`src/rtl/output_port_bank.sv`:
```
// output_port_bank: a bank of CHANNELS output latches loaded from the system bus.
// A scan multiplexer time-shares one digit bus across the latches and inserts
// one blank cycle at every digit change.
module output_port_bank #(
    parameter  int WIDTH    = 8,
    parameter  int CHANNELS = 4,
    parameter  int SCAN_DIV = 16,
    localparam int SEL_W    = $clog2(CHANNELS)
) (
    input  logic                         CLK,
    input  logic                         CLR,
    input  logic [WIDTH-1:0]             bus_input,
    input  logic                         L_O_bar,
    input  logic [SEL_W-1:0]             sel,
    input  logic                         blank,
    output logic [CHANNELS*WIDTH-1:0]    display_output,
    output logic [WIDTH-1:0]             scan_data,
    output logic [CHANNELS-1:0]          scan_enable_bar,
    output logic [CHANNELS-1:0]          updated
);

    localparam int                 PRE_W         = $clog2(SCAN_DIV);
    localparam logic [PRE_W-1:0]   PRE_LAST      = PRE_W'(SCAN_DIV - 1);
    localparam logic [SEL_W-1:0]   DIGIT_LAST    = SEL_W'(CHANNELS - 1);
    localparam logic [SEL_W:0]     CHANNEL_COUNT = (SEL_W + 1)'(CHANNELS);

    logic [WIDTH-1:0]    latch_q [CHANNELS];
    logic [WIDTH-1:0]    latch_d [CHANNELS];
    logic [CHANNELS-1:0] updated_q;
    logic [CHANNELS-1:0] updated_d;
    logic [PRE_W-1:0]    prescaler_q;
    logic [PRE_W-1:0]    prescaler_d;
    logic [SEL_W-1:0]    digit_q;
    logic [SEL_W-1:0]    digit_d;
    logic                load_valid;
    logic                prescaler_wrap;

    // Decode the load strobe; a select beyond the last channel loads nothing.
    always_comb begin
        load_valid = !L_O_bar && ({1'b0, sel} < CHANNEL_COUNT);
        for (int i = 0; i < CHANNELS; i++) begin
            latch_d[i]   = latch_q[i];
            updated_d[i] = 1'b0;
            if (load_valid && (sel == SEL_W'(i))) begin
                latch_d[i]   = bus_input;
                updated_d[i] = 1'b1;
            end
        end
    end

    // Prescaler free-runs; the digit steps only when the prescaler wraps.
    always_comb begin
        prescaler_wrap = (prescaler_q == PRE_LAST);
        prescaler_d    = prescaler_wrap ? '0 : prescaler_q + 1'b1;
        digit_d        = digit_q;
        if (prescaler_wrap) begin
            digit_d = (digit_q == DIGIT_LAST) ? '0 : digit_q + 1'b1;
        end
    end

    // All state clears immediately on CLR so no partial load can survive.
    always_ff @(posedge CLK or posedge CLR) begin
        if (CLR) begin
            for (int i = 0; i < CHANNELS; i++) begin
                latch_q[i] <= '0;
            end
            updated_q   <= '0;
            prescaler_q <= '0;
            digit_q     <= '0;
        end else begin
            for (int i = 0; i < CHANNELS; i++) begin
                latch_q[i] <= latch_d[i];
            end
            updated_q   <= updated_d;
            prescaler_q <= prescaler_d;
            digit_q     <= digit_d;
        end
    end

    // Scan outputs: prescaler==0 is the blanking cycle that hides the digit change.
    always_comb begin
        scan_data       = '0;
        scan_enable_bar = '1;
        for (int i = 0; i < CHANNELS; i++) begin
            if (digit_q == SEL_W'(i)) begin
                scan_data = latch_q[i];
                if (!blank && (prescaler_q != '0)) begin
                    scan_enable_bar[i] = 1'b0;
                end
            end
        end
    end

    for (genvar g = 0; g < CHANNELS; g++) begin : g_display
        assign display_output[g*WIDTH +: WIDTH] = latch_q[g];
    end

    assign updated = updated_q;

endmodule

```
`config.mk`:
```
export PLATFORM = sky130hd
export DESIGN_NAME = output_port_bank
export DESIGN_NICKNAME = d
export VERILOG_FILES = /design/src/rtl/output_port_bank.sv
export SDC_FILE = /design/constraint.sdc
export NUM_CORES = 1
export LEC_CHECK = 0
export CAP_MARGIN = 30
export CORE_MARGIN = 5
export CORE_UTILIZATION = 45
export CTS_CLUSTER_SIZE = 16
export DETAILED_ROUTE_END_ITERATION = 10
export GPL_TIMING_DRIVEN = 0
export PLACE_DENSITY_LB_ADDON = 0.12
export SYNTH_ARGS = -nofsm -noshare
export SYNTH_HDL_FRONTEND = slang
export SYNTH_SLANG_ARGS = --single-unit
```
`constraint.sdc`:
```
create_clock -name CLK -period 3.8 [get_ports CLK]
set_input_delay 0.76 -clock CLK [delete_from_list [all_inputs] [get_ports CLK]]
set_output_delay 0.76 -clock CLK [all_outputs]
set_load 0.05 [all_outputs]
```
Word level (Yosys, flattened, before mapping)
Index checks and enable logic that the tools add are counted.
W data, S select, Z words.
{"block": "op_classes", "n_addsub": 2, "eq_ne": 7, "n_mux": 15, "n_reduce_logical": 10}
{"cell": "$mux W8", "n": 4}
{"cell": "$mux W1", "n": 9}
{"cell": "$eq A2 B2 Y1 const B", "n": 4}
{"cell": "$logic_and A1 B1 Y1", "n": 5}
{"cell": "$add A4 B1 Y4 const B", "n": 1}
{"cell": "$eq A2 B1 Y1 const B", "n": 2}
{"cell": "$eq A4 B4 Y1 const B", "n": 1}
{"cell": "$logic_not A2 Y1", "n": 2}
{"cell": "$mux W4", "n": 1}
{"cell": "$reduce_bool A4 Y1", "n": 1}
{"cell": "$add A2 B1 Y2 const B", "n": 1}
{"cell": "$logic_not A1 Y1", "n": 2}
{"cell": "$mux W2", "n": 1}
{"block": "totals", "ff_bits": 42, "in_bits": 14, "out_inout_bits": 48, "wordCells": 41}

Longest topological paths before layout
Gate-level depths: netlist of run 1.
{"block": "logic_depth", "depth_word": 5, "depth_mapped": 6, "depth_no_buf": 5}

Least setup slack after synthesis of run 1
No wires, ideal clock.
{"block": "synth_timing", "path_kind": "flip-flop to output port", "start": "reg digit_q[1]", "end": "out scan_data[2]", "arrival_time_ns": 2.264, "required_time_ns": 3.040, "path_slack_ns": 0.776, "stages_incl_launch_ff": 6, "n_path_buf": 1, "path_cell_list": "dfrtp_1 inv_1 ha_1 clkbuf_1 a22oi_1 a221oi_1"}
{"block": "synth_between", "elab_chain_len": 5, "word_cells_on_any_way": 8, "cone_classes": "3 x eq/ne; 4 x mux; 1 x reduce/logical"}
{"element": "from (decl)", "line": "33", "rtl": "logic [SEL_W-1:0] digit_q;"}
{"element": "from (signal assigned)", "line": "76", "rtl": "digit_q <= digit_d;"}
{"element": "$logic_not A2 Y1", "line": "85", "rtl": "if (digit_q == SEL_W'(i)) begin"}
{"element": "$mux W8 (3 in series)", "line": "85"}
{"element": "$mux W8 *", "line": "85"}
{"element": "to (decl)", "line": "17", "rtl": "output logic [WIDTH-1:0] scan_data,"}
Mark *: on every way between the ends. The rest lies on a longest branch, timed or not.

Final worst setup path of run 1
{"block": "layout_timing", "start": "reg digit_q[0]", "end": "out scan_data[4]"}
Same word-level chain as after synthesis.

==> metrics.csv, run 1 <==
stage,metric,value,unit
run_status,status,finished clean,
setup_path,worst reg2reg path startpoint,digit_q[0],
global_routing,All-Layer GR Usage,18.4,%
placed_design,DP HPWL,3.44,mm
setup_path,WP data required,3.04,ns
drt,vias per inst,5.39,
floorplanning,Initial Util,46.7,%
timing,worst-margin pin slew,0.861,ns
setup_path,worst setup path startpoint,digit_q[0],
power,Pint,0.866,mW
floorplanning,die height,74.9,µm
finish,ANT cells,0,
synthesis,average size of a mapped cell,13.1,µm²
timing,Final Critical Period,3.47,ns
timing,final clock skew,0.00266,ns
floorplanning,die area,5610,µm²
finish,area grow syn2layout,39.9,%
setup_path,crit start category,flop,
placed_design,Final Wtd Congestion,0.765,
timing,Post-Route Setup TNS,0,ns
clock_network,TritonCTS clock tree,built,
flow_run,# Max-Cap Violations,0,
global_routing,initial antenna violation count,0,
synthesis,post-synth top area cell,dfrtp_1,
synthesis,Post-Syn Instances,145,
floorplanning,Rows,23,
global_routing,GRT overflow,0,
synthesis,YS warnings,0,
worst_hold_path,Hold Path Depth,1,
worst_hold_path,Hold WC Path Type,flop to flop,
power,Comb pwr share,41.5,%
global_routing,number of global-route vias before repair,1521,
clock_network,Max Buffers Root-to-Sink,2,
drt,Total Wirelength,4.70,mm
timing,"Slew Viols, Final",0,
power,PD cells,543,nW/µm²
global_routing,global-route wire length before repair,7.60,mm
synthesis,cell area after synthesis,1900,µm²
power,static leakage,1.13,nW
finish,fin nets,233,
setup_path,WS Path Type,flop to output pin,
clock_network,H-Tree Depth,2,
clock_network,Worst-Skew Late Latency,0.29,ns
drt,via count,1413,
synthesis,Netlist cell types,28,
timing,Hold Slack,0.496,ns
setup_path,worst r2r path cells,4,
clock_network,Inserted Clock Buffers,5,
global_routing,largest net degree at the start of global routing,43,
setup_path,top fanout value on the critical path,7,
clock_network,hold buffer count at cts,0,
timing,Slew Limit Headroom,42.5,%
drt,Final ANT Viol Nets,0,
clock_network,clk slew on worst S/H paths,0.07,ns
finish,final core utilization,65.4,%
floorplanning,io pins,62,
synthesis,syn_nets,165,
finish,fraction of layout cells with a size suffix above 1,23.1,%
drt,Pre-Repair DR Iteration Count,4,
clock_network,# clock sinks,42,
setup_path,Crit path arrival time,2.71,ns
power,worst ir drop on vdd,0.327,mV
floorplanning,Die X,74.9,µm
synthesis,"Seq/Total Area, Yosys",55.4,%
power,Sw Ratio,39.9,%
timing,final hold vios,0,
placed_design,placed insts,256,
drt,drt first-iter violations,65,
floorplanning,Core Footprint,4060,µm²
power,net switching power,0.574,mW
synthesis,Synth Register Bits,42,
timing,Max Clk Rate,288,MHz
synthesis,share of the synthesized area in the top cell type,55.4,%
timing,final setup fails,0,
synthesis,synth top area cells,"dfrtp_1 (55%), mux2_2 (20%), ha_1 (4.0%), a22oi_1 (2.8%), inv_1 (2.4%)",
placed_design,# port buffers,61,
clock_network,CTS Root Cell,clkbuf_8,
placed_design,Post-DP Area,2570,µm²
power,Flop pwr share,39.3,%
drt,DR WL/cell,18.0,µm
drt,Post-route DRC,0,
timing,Tcrit/Tclk final,91.4,%
finish,Final Non-Filler Cells,262,
timing,RSZ-0062 raised after global routing,no,
power,clock share of power,19.2,%
worst_hold_path,hold path startpoint,prescaler_q[0],
setup_path,Worst Setup End Kind,output pin,
finish,"Design Area, Final",2650,µm²
==> power groups by stage <==
stage / Combinational, mW / Clock (mW) / Sequential (mW)
final: 0.598 / 0.276 / 0.565
after CTS: 0.604 / 0.288 / 0.566
after floorplan: 0.155 / 0 / 0.801
after global routing: 0.621 / 0.304 / 0.575
after global placement: 0.595 / 0 / 0.569
after detailed placement: 0.603 / 0 / 0.573
==> cell type report <==
cell class / count / area [µm²]
plain buffers: 5 / 28.8
clock buffers: 6 / 82.6
fillers: 305 / 1400
inverters: 12 / 45.0
multi-input cells: 86 / 773
flip-flops and latches: 42 / 1050
well taps: 50 / 62.6
repair buffers: 61 / 611
==> cell usage after synthesis, drive strengths merged <==
cell type,count
nand3,1
nor2,2
o41ai,1
a31oi,2
a22oi,7
nor2b,1
nor3,2
o22ai,3
nand3b,2
o21ai,2
xor2,1
clkbuf,2
buf,3
dfrtp,42
nand2,5
nor3b,6
ha,6
mux2,33
a21o,1
nand2b,1
inv,12
or3b,1
a21oi,5
a221oi,4
==> layout by cell type (no fill, tap or decap), types with 2 or more instances in the layout <==
master           netlist  final
a221oi_1               4      4
clkbuf_8               0      6
nand2_1                5      5
dfrtp_1               42     42
a31oi_1                2      2
ha_1                   6      6
buf_4                  2      2
inv_1                 12     11
clkdlybuf4s50_1        0     61
o22ai_1                3      3
nor3b_2                2      2
o21ai_0                2      2
mux2_2                33     33
a21oi_1                5      5
nor3b_1                4      4
a22oi_1                7      7
nor2_1                 2      2
==> metrics by stage <==
stage / total power [mW] / setup slack [ns]
after floorplan: 0.956 / 0.776
after global placement: 1.16 / 0.594
after detailed placement: 1.18 / 0.535
after CTS: 1.46 / 0.207
after global routing: 1.50 / 0.199
final: 1.44 / 0.327
==> what timing repair did <==
action	CTS	global route
gates resized for setup	0	2
setup endpoints to repair	0	1
buffers inserted	0	0
==> routing by layer <==
layer | track usage (%) | vias to the layer above | wire length [µm]
li1 | - | 655 | -
met1 | 23.0 | 705 | 1950
met2 | 30.9 | 46 | 2420
met3 | 4.94 | 7 | 257
met4 | 5.93 | 0 | 72
met5 | 0 | - | 0
==> critical path, cell delays in order, from the launching register on <==
cell             delay [ns]
dfrtp_1                0.43
inv_1                  0.10
ha_1                   0.21
nor2b_1                0.14
buf_2                  0.22
a22oi_1                0.12
a221oi_1               0.35
clkdlybuf4s50_1        0.87
==> state kept, by name (all words and copies together), names as in the netlist <==
register and flops:
display_output 32, updated 4, digit_q 2, prescaler_q 4
==> final timing paths <==
path	slack, ns	end
worst max-delay path	0.33	scan_data[4]
worst min-delay path	0.50	prescaler_q[0]
worst max register to register	2.38	digit_q[0]
worst min register to register	0.50	prescaler_q[0]
max in group asynchronous	2.29	display_output[26]
min in group asynchronous	0.96	prescaler_q[1]
==> cell families (layout without fill, tap and decap cells) <==
logic type               Yosys count  in the layout  share of synthesized area, %
AND/OR/NAND/NOR                   21             21                          7.78
XOR/XNOR                           1              1                         0.462
AO/OA/AOI/OAI                     25             25                          8.97
flip-flops                        42             42                          55.4
multiplexers                      33             33                          19.6
buffers and inverters             17             84                          3.83
adder cells (fa/ha/maj)            6              6                          3.96
Note: power is estimated with default switching activity, not from simulation.
==> run 2, diff against run 1 <==
CORE_UTILIZATION = 25   (was 45)
SLEW_MARGIN = 20   (was unset)
==> metrics.csv, run 2 (synthesized netlist as in run 1, its figures left out) <==
stage,metric,value,unit
timing,Post-Route Setup TNS,0,ns
timing,Max Clk Rate,285,MHz
finish,ANT cells,0,
global_routing,met1 Use GR,15.5,%
floorplanning,Core Footprint,7330,µm²
floorplanning,Rows,31,
drt,Pre-Repair DR Iteration Count,4,
setup_path,WP data required,3.04,ns
global_routing,GRT overflow,0,
flow_run,# Max-Cap Violations,0,
timing,Tcrit/Tclk final,92.3,%
clock_network,Worst-Skew Late Latency,0.29,ns
drt,drt first-iter violations,54,
floorplanning,Initial Util,25.9,%
setup_path,WS Path Type,flop to output pin,
timing,final worst-path setup slack,0.294,ns
drt,DR WL/cell,16.9,µm
floorplanning,io pins,62,
global_routing,GR Util met3,3.09,%
setup_path,crit start category,flop,
global_routing,GR Util met2,18.4,%
timing,Slew Limit Headroom,48.6,%
worst_hold_path,Hold WC Path Type,flop to flop,
global_routing,global-route wire length before repair,8.49,mm
run_status,status,finished clean,
timing,final hold vios,0,
timing,RSZ-0062 raised after global routing,no,
finish,final core utilization,38.1,%
finish,Largest register FFs,32,
finish,FF+latch area,1050,µm²
placed_design,DP HPWL,3.77,mm
clock_network,Max Buffers Root-to-Sink,2,
clock_network,post-CTS setup buffers,0,
finish,footprint of the multi-input gates,773,µm²
power,PD cells,572,nW/µm²
setup_path,worst r2r path cells,4,
timing,final clock skew,0.00187,ns
finish,Final Non-Filler Cells,314,
global_routing,GRT busiest layer,met2,
clock_network,clk slew on worst S/H paths,0.08,ns
finish,area grow syn2layout,47.1,%
clock_network,TritonCTS clock tree,built,
finish,fillers,738,
drt,Final ANT Viol Nets,0,
setup_path,R2R Setup Slk,2.32,ns
timing,"Slew Viols, Final",0,
timing,final setup fails,0,
floorplanning,die height,97.1,µm
placed_design,Final Wtd Congestion,0.701,
finish,fin nets,234,
global_routing,number of global-route vias before repair,1454,
drt,vias per inst,4.48,
global_routing,initial antenna violation count,0,
placed_design,placed insts,306,
global_routing,largest net degree at the start of global routing,27,
global_routing,All-Layer GR Usage,11.5,%
floorplanning,die area,9430,µm²
power,static leakage,1.17,nW
drt,via count,1407,
drt,Total Wirelength,5.31,mm
placed_design,# port buffers,61,
finish,fraction of layout cells with a size suffix above 1,24.2,%
timing,Final Critical Period,3.51,ns
setup_path,Crit path arrival time,2.75,ns
clock_network,Inserted Clock Buffers,5,
worst_hold_path,Hold Path Depth,1,
floorplanning,Die X,97.1,µm
finish,"commonest non-fill, non-tap cells in the layout","clkdlybuf4s50_1 (61), dfrtp_1 (42), mux2_2 (33)",
clock_network,# clock sinks,42,
placed_design,pre-CTS setup slack,0.469,ns
clock_network,CTS Root Cell,clkbuf_8,
power,worst ir drop on vdd,0.152,mV
timing,worst-margin pin slew,0.768,ns
setup_path,top fanout value on the critical path,8,
clock_network,H-Tree Depth,2,
setup_path,Worst Setup End Kind,output pin,
finish,"commonest non-fill, non-tap cell in the layout",clkdlybuf4s50_1,
drt,Post-route DRC,0,
-- run 2: layout make-up --
type,instances,share of cell area [%]
clock buffers,5,2.47
repair buffers,62,22.6
plain buffers,5,1.03
multi-input cells,86,27.7
inverters,12,1.61
clock inverters,3,2.47
well taps,99,4.44
flip-flops and latches,42,37.7
-- run 2: path summary, 6_finish.rpt --
check,from,endpoint
min reg2reg,prescaler_q[0],prescaler_q[0]
min in group asynchronous,CLR,updated[1]
max in group asynchronous,CLR,display_output[31]
min,prescaler_q[0],prescaler_q[0]
max reg2reg,digit_q[0],digit_q[0]
max,digit_q[0],scan_data[5]
-- run 2: what timing repair did --
| action | CTS | global route |
|---|---|---|
| resized for setup | 0 | 2 |
| hold buffers | 0 | 0 |
| setup endpoints to repair | 0 | 1 |
-- run 2: worst max-delay path, stage by stage, from the launching register on --
cell,delay (ns)
dfrtp_1,0.43
inv_1,0.08
ha_1,0.32
nor2_1,0.65
a221oi_1,0.21
clkdlybuf4s50_1,0.76
-- run 2: metrics by stage --
| step | total power [mW] | area (µm²) | hold slack, ns |
|---|---|---|---|
| 2_1_floorplan | 0.956 | 1900 | 0.449 |
| 3_3_place_gp | 1.18 | 2630 | 0.480 |
| 3_5_place_dp | 1.18 | 2650 | 0.482 |
| 4_1_cts | 1.61 | 2790 | 0.502 |
| 5_1_grt | 1.66 | 2790 | 0.524 |
| 6_report | 1.60 | 2790 | 0.504 |
-- run 2: routing by layer --
layer / vias to the layer above / wire length (µm) / share of wire, %
met5: - / 0 / 0
li1: 659 / - / -
met3: 2 / 192 / 3.6
met4: 0 / 21 / 0.40
met2: 35 / 2550 / 48
met1: 711 / 2550 / 48
-- run 2: report_power, final --
part	switching, mW	internal, mW	leakage [nW]
logic	0.384	0.214	0.595
registers	0.0548	0.513	0.502
clock network	0.167	0.264	0.0683
total	0.606	0.991	1.17
